### config.mk
export PLATFORM = sky130hd
export DESIGN_NAME = rf_wr_arbiter
export DESIGN_NICKNAME = d
export VERILOG_FILES = /design/src/rtl/rf_pkg.sv /design/src/rtl/rf_wr_buf.sv /design/src/rtl/rf_wr_arbiter.sv
export SDC_FILE = /design/constraint.sdc
export NUM_CORES = 1
export LEC_CHECK = 0
export BUFFER_PORTS_ARGS = -buffer_cell sky130_fd_sc_hd__buf_2
export CAP_MARGIN = 20
export CELL_PAD_IN_SITES_DETAIL_PLACEMENT = 0
export CELL_PAD_IN_SITES_GLOBAL_PLACEMENT = 1
export CORE_AREA = 2 2 89 91
export CTS_CLUSTER_SIZE = 30
export DETAILED_ROUTE_END_ITERATION = 8
export DIE_AREA = 0 0 91 93
export GPL_ROUTABILITY_DRIVEN = 0
export GPL_TIMING_DRIVEN = 0
export PLACE_DENSITY_LB_ADDON = 0.08
export SETUP_SLACK_MARGIN = 0.02
export SLEW_MARGIN = 20
export SYNTH_ARGS = -nofsm -noshare
export SYNTH_HDL_FRONTEND = slang
export SYNTH_SLANG_ARGS = --single-unit
### constraint.sdc
create_clock -name clk_i -period 3.3 [get_ports clk_i]
set_input_delay 0.165 -clock clk_i [delete_from_list [all_inputs] [get_ports clk_i]]
set_output_delay 0.165 -clock clk_i [all_outputs]
set_load 0.01 [all_outputs]
### src/rtl/rf_pkg.sv
// rf_pkg -- shared definitions for the register-file write arbiter.
//   XLEN        : datapath width
//   REG_ADDR_W  : register index width
//   rf_arb_st_e : arbiter state (StIdle buffer empty, StWait buffer blocked, StStall pipe stalled)
//   rf_is_wr()  : true for a request that really writes (enabled and not x0)
package rf_pkg;

  localparam int unsigned XLEN       = 32;
  localparam int unsigned REG_ADDR_W = 5;

  typedef enum logic [1:0] {
    StIdle  = 2'd0,
    StWait  = 2'd1,
    StStall = 2'd2
  } rf_arb_st_e;

  // Writes to x0 are architecturally discarded, so they never count as a request.
  function automatic logic rf_is_wr(input logic en, input logic [REG_ADDR_W-1:0] addr);
    return en && (addr != '0);
  endfunction

endpackage

### src/rtl/rf_wr_buf.sv
// rf_wr_buf -- single-entry holding buffer for a long-latency write.
//   clk_i, rst_ni : clock, asynchronous active-low reset (entry discarded)
//   load_i        : capture addr_i/data_i and mark valid (only issued when empty)
//   clear_i       : drop the entry after it has been written
//   valid_o, addr_o, data_o : buffered entry
module rf_wr_buf
  import rf_pkg::*;
(
  input  logic                  clk_i,
  input  logic                  rst_ni,
  input  logic                  load_i,
  input  logic                  clear_i,
  input  logic [REG_ADDR_W-1:0] addr_i,
  input  logic [XLEN-1:0]       data_i,
  output logic                  valid_o,
  output logic [REG_ADDR_W-1:0] addr_o,
  output logic [XLEN-1:0]       data_o
);

  logic                  valid_q;
  logic [REG_ADDR_W-1:0] addr_q;
  logic [XLEN-1:0]       data_q;

  always_ff @(posedge clk_i or negedge rst_ni) begin
    if (!rst_ni) begin
      valid_q <= 1'b0;
      addr_q  <= '0;
      data_q  <= '0;
    end else if (load_i) begin
      valid_q <= 1'b1;
      addr_q  <= addr_i;
      data_q  <= data_i;
    end else if (clear_i) begin
      valid_q <= 1'b0;
    end
  end

  assign valid_o = valid_q;
  assign addr_o  = addr_q;
  assign data_o  = data_q;

endmodule

### src/rtl/rf_wr_arbiter.sv
// rf_wr_arbiter -- merges the WB-stage write with a buffered long-latency (ext) write onto one
// registered register-file write port. The pipeline always wins; the ext entry drains whenever
// the pipeline leaves the port free.
//   clk_i, rst_ni                       : clock, asynchronous active-low reset
//   pipe_wr_en_i/addr_i/data_i          : WB-stage write (cannot be back-pressured)
//   ext_req_valid_i/ready_o/addr_i/data_i : ext write handshake (ready = buffer empty)
//   pipe_stall_o                        : asks the pipeline to hold pipe_wr_en=0 next cycle
//   wr_en_o/wr_addr_o/wr_data_o         : registered regfile write port (1-cycle latency)
// Build option: define RF_WR_STARVE_GUARD_EN to enable the starvation counter and the STALL
// state; without it pipe_stall_o is tied low and a blocked ext entry waits indefinitely.
module rf_wr_arbiter
  import rf_pkg::*;
#(
  parameter int unsigned STARVE_LIMIT = 4
) (
  input  logic                  clk_i,
  input  logic                  rst_ni,
  input  logic                  pipe_wr_en_i,
  input  logic [REG_ADDR_W-1:0] pipe_wr_addr_i,
  input  logic [XLEN-1:0]       pipe_wr_data_i,
  input  logic                  ext_req_valid_i,
  output logic                  ext_req_ready_o,
  input  logic [REG_ADDR_W-1:0] ext_req_addr_i,
  input  logic [XLEN-1:0]       ext_req_data_i,
  output logic                  pipe_stall_o,
  output logic                  wr_en_o,
  output logic [REG_ADDR_W-1:0] wr_addr_o,
  output logic [XLEN-1:0]       wr_data_o
);

  if (STARVE_LIMIT == 0) begin : g_bad_limit
    $error("STARVE_LIMIT must be at least 1");
  end

  logic                  pipe_win, ext_accept, buf_load, drain;
  logic                  buf_valid;
  logic [REG_ADDR_W-1:0] buf_addr;
  logic [XLEN-1:0]       buf_data;

  rf_arb_st_e            state_q;
  logic                  wr_en_q;
  logic [REG_ADDR_W-1:0] wr_addr_q;
  logic [XLEN-1:0]       wr_data_q;

  assign pipe_win        = rf_is_wr(pipe_wr_en_i, pipe_wr_addr_i);
  // Ready comes straight from the buffer flop, so a drained slot reopens only next cycle.
  assign ext_req_ready_o = ~buf_valid;
  assign ext_accept      = ext_req_valid_i && ext_req_ready_o;
  // x0 requests complete the handshake but are never stored.
  assign buf_load        = ext_accept && (ext_req_addr_i != '0);
  assign drain           = buf_valid && !pipe_win;

  rf_wr_buf u_buf (
    .clk_i   (clk_i),
    .rst_ni  (rst_ni),
    .load_i  (buf_load),
    .clear_i (drain),
    .addr_i  (ext_req_addr_i),
    .data_i  (ext_req_data_i),
    .valid_o (buf_valid),
    .addr_o  (buf_addr),
    .data_o  (buf_data)
  );

`ifdef RF_WR_STARVE_GUARD_EN
  localparam int unsigned CntW = $clog2(STARVE_LIMIT + 1);
  logic [CntW-1:0] cnt_q;
`endif

  always_ff @(posedge clk_i or negedge rst_ni) begin
    if (!rst_ni) begin
      state_q   <= StIdle;
      wr_en_q   <= 1'b0;
      wr_addr_q <= '0;
      wr_data_q <= '0;
`ifdef RF_WR_STARVE_GUARD_EN
      cnt_q     <= '0;
`endif
    end else begin
      wr_en_q <= pipe_win || drain;
      if (pipe_win) begin
        wr_addr_q <= pipe_wr_addr_i;
        wr_data_q <= pipe_wr_data_i;
      end else if (drain) begin
        wr_addr_q <= buf_addr;
        wr_data_q <= buf_data;
      end else begin
        wr_addr_q <= '0;
        wr_data_q <= '0;
      end

      unique case (state_q)
        StIdle: begin
          if (buf_load) state_q <= StWait;
        end
        StWait: begin
          if (drain) begin
            state_q <= StIdle;
`ifdef RF_WR_STARVE_GUARD_EN
            cnt_q   <= '0;
          end else if (cnt_q != CntW'(STARVE_LIMIT)) begin
            cnt_q <= cnt_q + CntW'(1);
            // Stall once this blocked cycle brings the count up to the limit.
            if (cnt_q == CntW'(STARVE_LIMIT - 1)) state_q <= StStall;
`endif
          end
        end
        StStall: begin
          // A pipeline write arriving despite the stall still wins; stay until the drain.
          if (drain) begin
            state_q <= StIdle;
`ifdef RF_WR_STARVE_GUARD_EN
            cnt_q   <= '0;
`endif
          end
        end
        default: state_q <= StIdle;
      endcase
    end
  end

`ifdef RF_WR_STARVE_GUARD_EN
  assign pipe_stall_o = (state_q == StStall);
`else
  assign pipe_stall_o = 1'b0;
`endif

  assign wr_en_o   = wr_en_q;
  assign wr_addr_o = wr_addr_q;
  assign wr_data_o = wr_data_q;

endmodule

==> metrics.csv <==
stage,metric,value,unit
cells_and_area,design_area,3901,sq um
die,die_w,91,um
placed_design,placed_area,3715,sq um
clock_tree,cts.sinks,76,
timing,fin_crit_sh,53.04,%
routing,drc,0,
logic_synthesis,syn_area,2977,sq um
clock_tree,htreeDepth,3,
routing,wl_per_cell,14.77,um
power_and_ir_drop,p_leak,2.021,nW
clock_tree,clk_latency,0.33,ns
cells_and_area,area_growth,31.06,%
global_routing,antenna_found_initial,0,
power_and_ir_drop,power_density,586.4,nW/um^2
cells_and_area,final_cell_mix,"buf_2 (118), dfrtp_1 (76), a22o_1 (41)",
worst_hold_path,min_path_type,in2reg,
job,drv_cap,0,
cells_and_area,nets,383,
die,initial_utilization,39.54,%
clock_tree,cts-root-buf,clkbuf_8,
routing,num_vias,1908,
clock_tree,clkTransAtPathRegs,0.08,ns
global_routing,grt_start_max_net_pins,49,
timing,period_minus_slack,1.750,ns
die,dieHeight,93,um
routing,wirelength,6.086,mm
timing,maxSlewViolCount,0,
cells_and_area,drive_gt1_share,58.39,%
timing,hold_viol_final,0,
clock_tree,clock_path_buffers,2,
global_routing,grt_pass1_wl,9.791,mm
placed_design,dpl.hpwl,4.379,mm
global_routing,track_usage,15.08,%
critical_path,crit_type,reg2reg,
timing,worstMarginPinSlew,0.6081,ns
logic_synthesis,yosys_warnings,0,
logic_synthesis,ys_ff_latch,76,
placed_design,pre_cts_ws,1.547,ns
timing,fmaxAchievable,0.5714,GHz
clock_tree,post-cts-setup-buffers,0,
die,io_pins,118,
routing,drtAntennaViolNets,0,
clock_tree,numCtsBuffers,9,
logic_synthesis,synth_area_per_cell,16.91,sq um
placed_design,portBuffers,116,
routing,firstDrtPassIters,4,
timing,finalClockSkew,0.006175,ns
timing,slew_headroom,59.46,%
logic_synthesis,ys_seq_area_share,63.89,%
critical_path,critPathMaxFanout,10,
logic_synthesis,synthCells,176,
timing,hold_ws,0.03765,ns
timing,postLayoutSetupSlackWorst,1.550,ns
die,dieArea,8463,sq um
global_routing,grt_overflow,0,
timing,grt_setup_unrepaired,no,
critical_path,worst-r2r-setup-slack,1.55,ns
critical_path,cp.required,3.52,ns
run_status,status,"complete, no violations",
cells_and_area,multi_input_area,939.7,sq um
logic_synthesis,synth.net_count,254,
critical_path,start_kind,flop,
cells_and_area,final_common_cell,buf_2,
global_routing,first_global_vias,1978,
timing,finalSetupTns,0,ns
routing,vias_per_cell,4.631,
die,coreArea,7527,sq um
cells_and_area,n_fill_cell,700,
clock_tree,cts_tree,done,
critical_path,cp-end-kind,flop,
routing,drt_iter0_markers,79,
clock_tree,cts_resized,0,
logic_synthesis,yosysUniqueCellTypes,22,
timing,setup-violations-final,0,
cells_and_area,insertedDiodeCount,0,
die,std_cell_rows,32,
cells_and_area,regArea,1902,sq um
critical_path,cp_data_arrival_time,1.97,ns
clock_tree,cts_hold_buffers,1,
power_and_ir_drop,ir_worst_vdd,0.2235,mV
==> critical path, stage by stage (launching register included) <==
cell     delay (ns)
dfrtp_1        0.43
nor2b_1        0.37
o21a_1         0.21
buf_6          0.16
buf_12         0.15
mux2_4         0.30
==> layout make-up <==
cell class | count | share of cell area, %
multi-input combinational | 87 | 24.09
sequential | 76 | 48.75
timing repair buffer | 118 | 15.91
clock inverter | 6 | 0.9942
tap | 102 | 3.271
clock buffer | 10 | 3.528
inverter | 1 | 0.09622
buffer | 12 | 3.368
==> cells in the mapped netlist (all sizes together) <==
master	instances	area, sq um
a21o	1	7.510
a22o	42	369.1
buf	11	127.6
clkbuf	1	3.750
conb	1	3.750
dfrtp	76	1902
inv	1	3.750
mux2	32	469.2
nand2b	1	6.260
nor2b	1	6.260
o21a	2	15.01
o21ai	1	5.000
o31ai	1	21.27
or2	3	18.77
or3	2	17.52
==> state kept, by name, indices dropped and copies added (netlist names) <==
register / count
u_buf.data_o: 32
wr_data_o: 32
u_buf.addr_o: 5
wr_addr_o: 5
u_buf.valid_o: 1
wr_en_o: 1
==> final timing paths <==
check / startpoint / end / depth (start not counted)
setup reg to reg: u_buf.valid_o / u_buf.data_o[15] / 5
hold reg to reg: u_buf.data_o[9] / wr_data_o[9] / 1
max in group asynchronous: rst_ni / u_buf.addr_o[4] / 3
min in group asynchronous: rst_ni / wr_data_o[20] / 2
setup / recovery: u_buf.valid_o / u_buf.data_o[15] / 5
hold / removal: pipe_wr_data_i[9] / wr_data_o[9] / 2
==> power breakdown <==
part           leakage [nW]  total, W  switching (W)  internal [W]
Clock                0.0885  0.000629       0.000337      0.000292
Sequential            0.921   0.00117      0.0000738       0.00110
Combinational          1.01  0.000488       0.000191      0.000296
Total                  2.02   0.00229       0.000602       0.00169
==> metrics by stage <==
step / power, W / utilization (%) / instances
final: 0.002288 / 51.83 / 412
after global routing: 0.002416 / 51.83 / 412
after CTS: 0.002320 / 51.83 / 412
after detailed placement: 0.001686 / 49.35 / 395
after global placement: 0.001676 / 48.95 / 394
after floorplan: 0.001500 / - / 176
==> kinds of logic (layout without fill, tap and decap cells) <==
family	Yosys count	count (layout)	synth area share, %
simple gates	7	7	1.640
compound gates	47	47	14.04
flops	76	76	63.89
mux	32	32	15.76
buf+inv	13	147	4.539
other cells	1	1	0.1260
==> metal layers <==
layer,wire [um],share of wire (%),track usage [%]
met5,0,0,0
met4,54,0.89,4.924
met3,414,6.8,5.399
met2,2927,48,23.77
met1,2689,44,19.49
No activity file was read; power rests on OpenSTA's default activity.
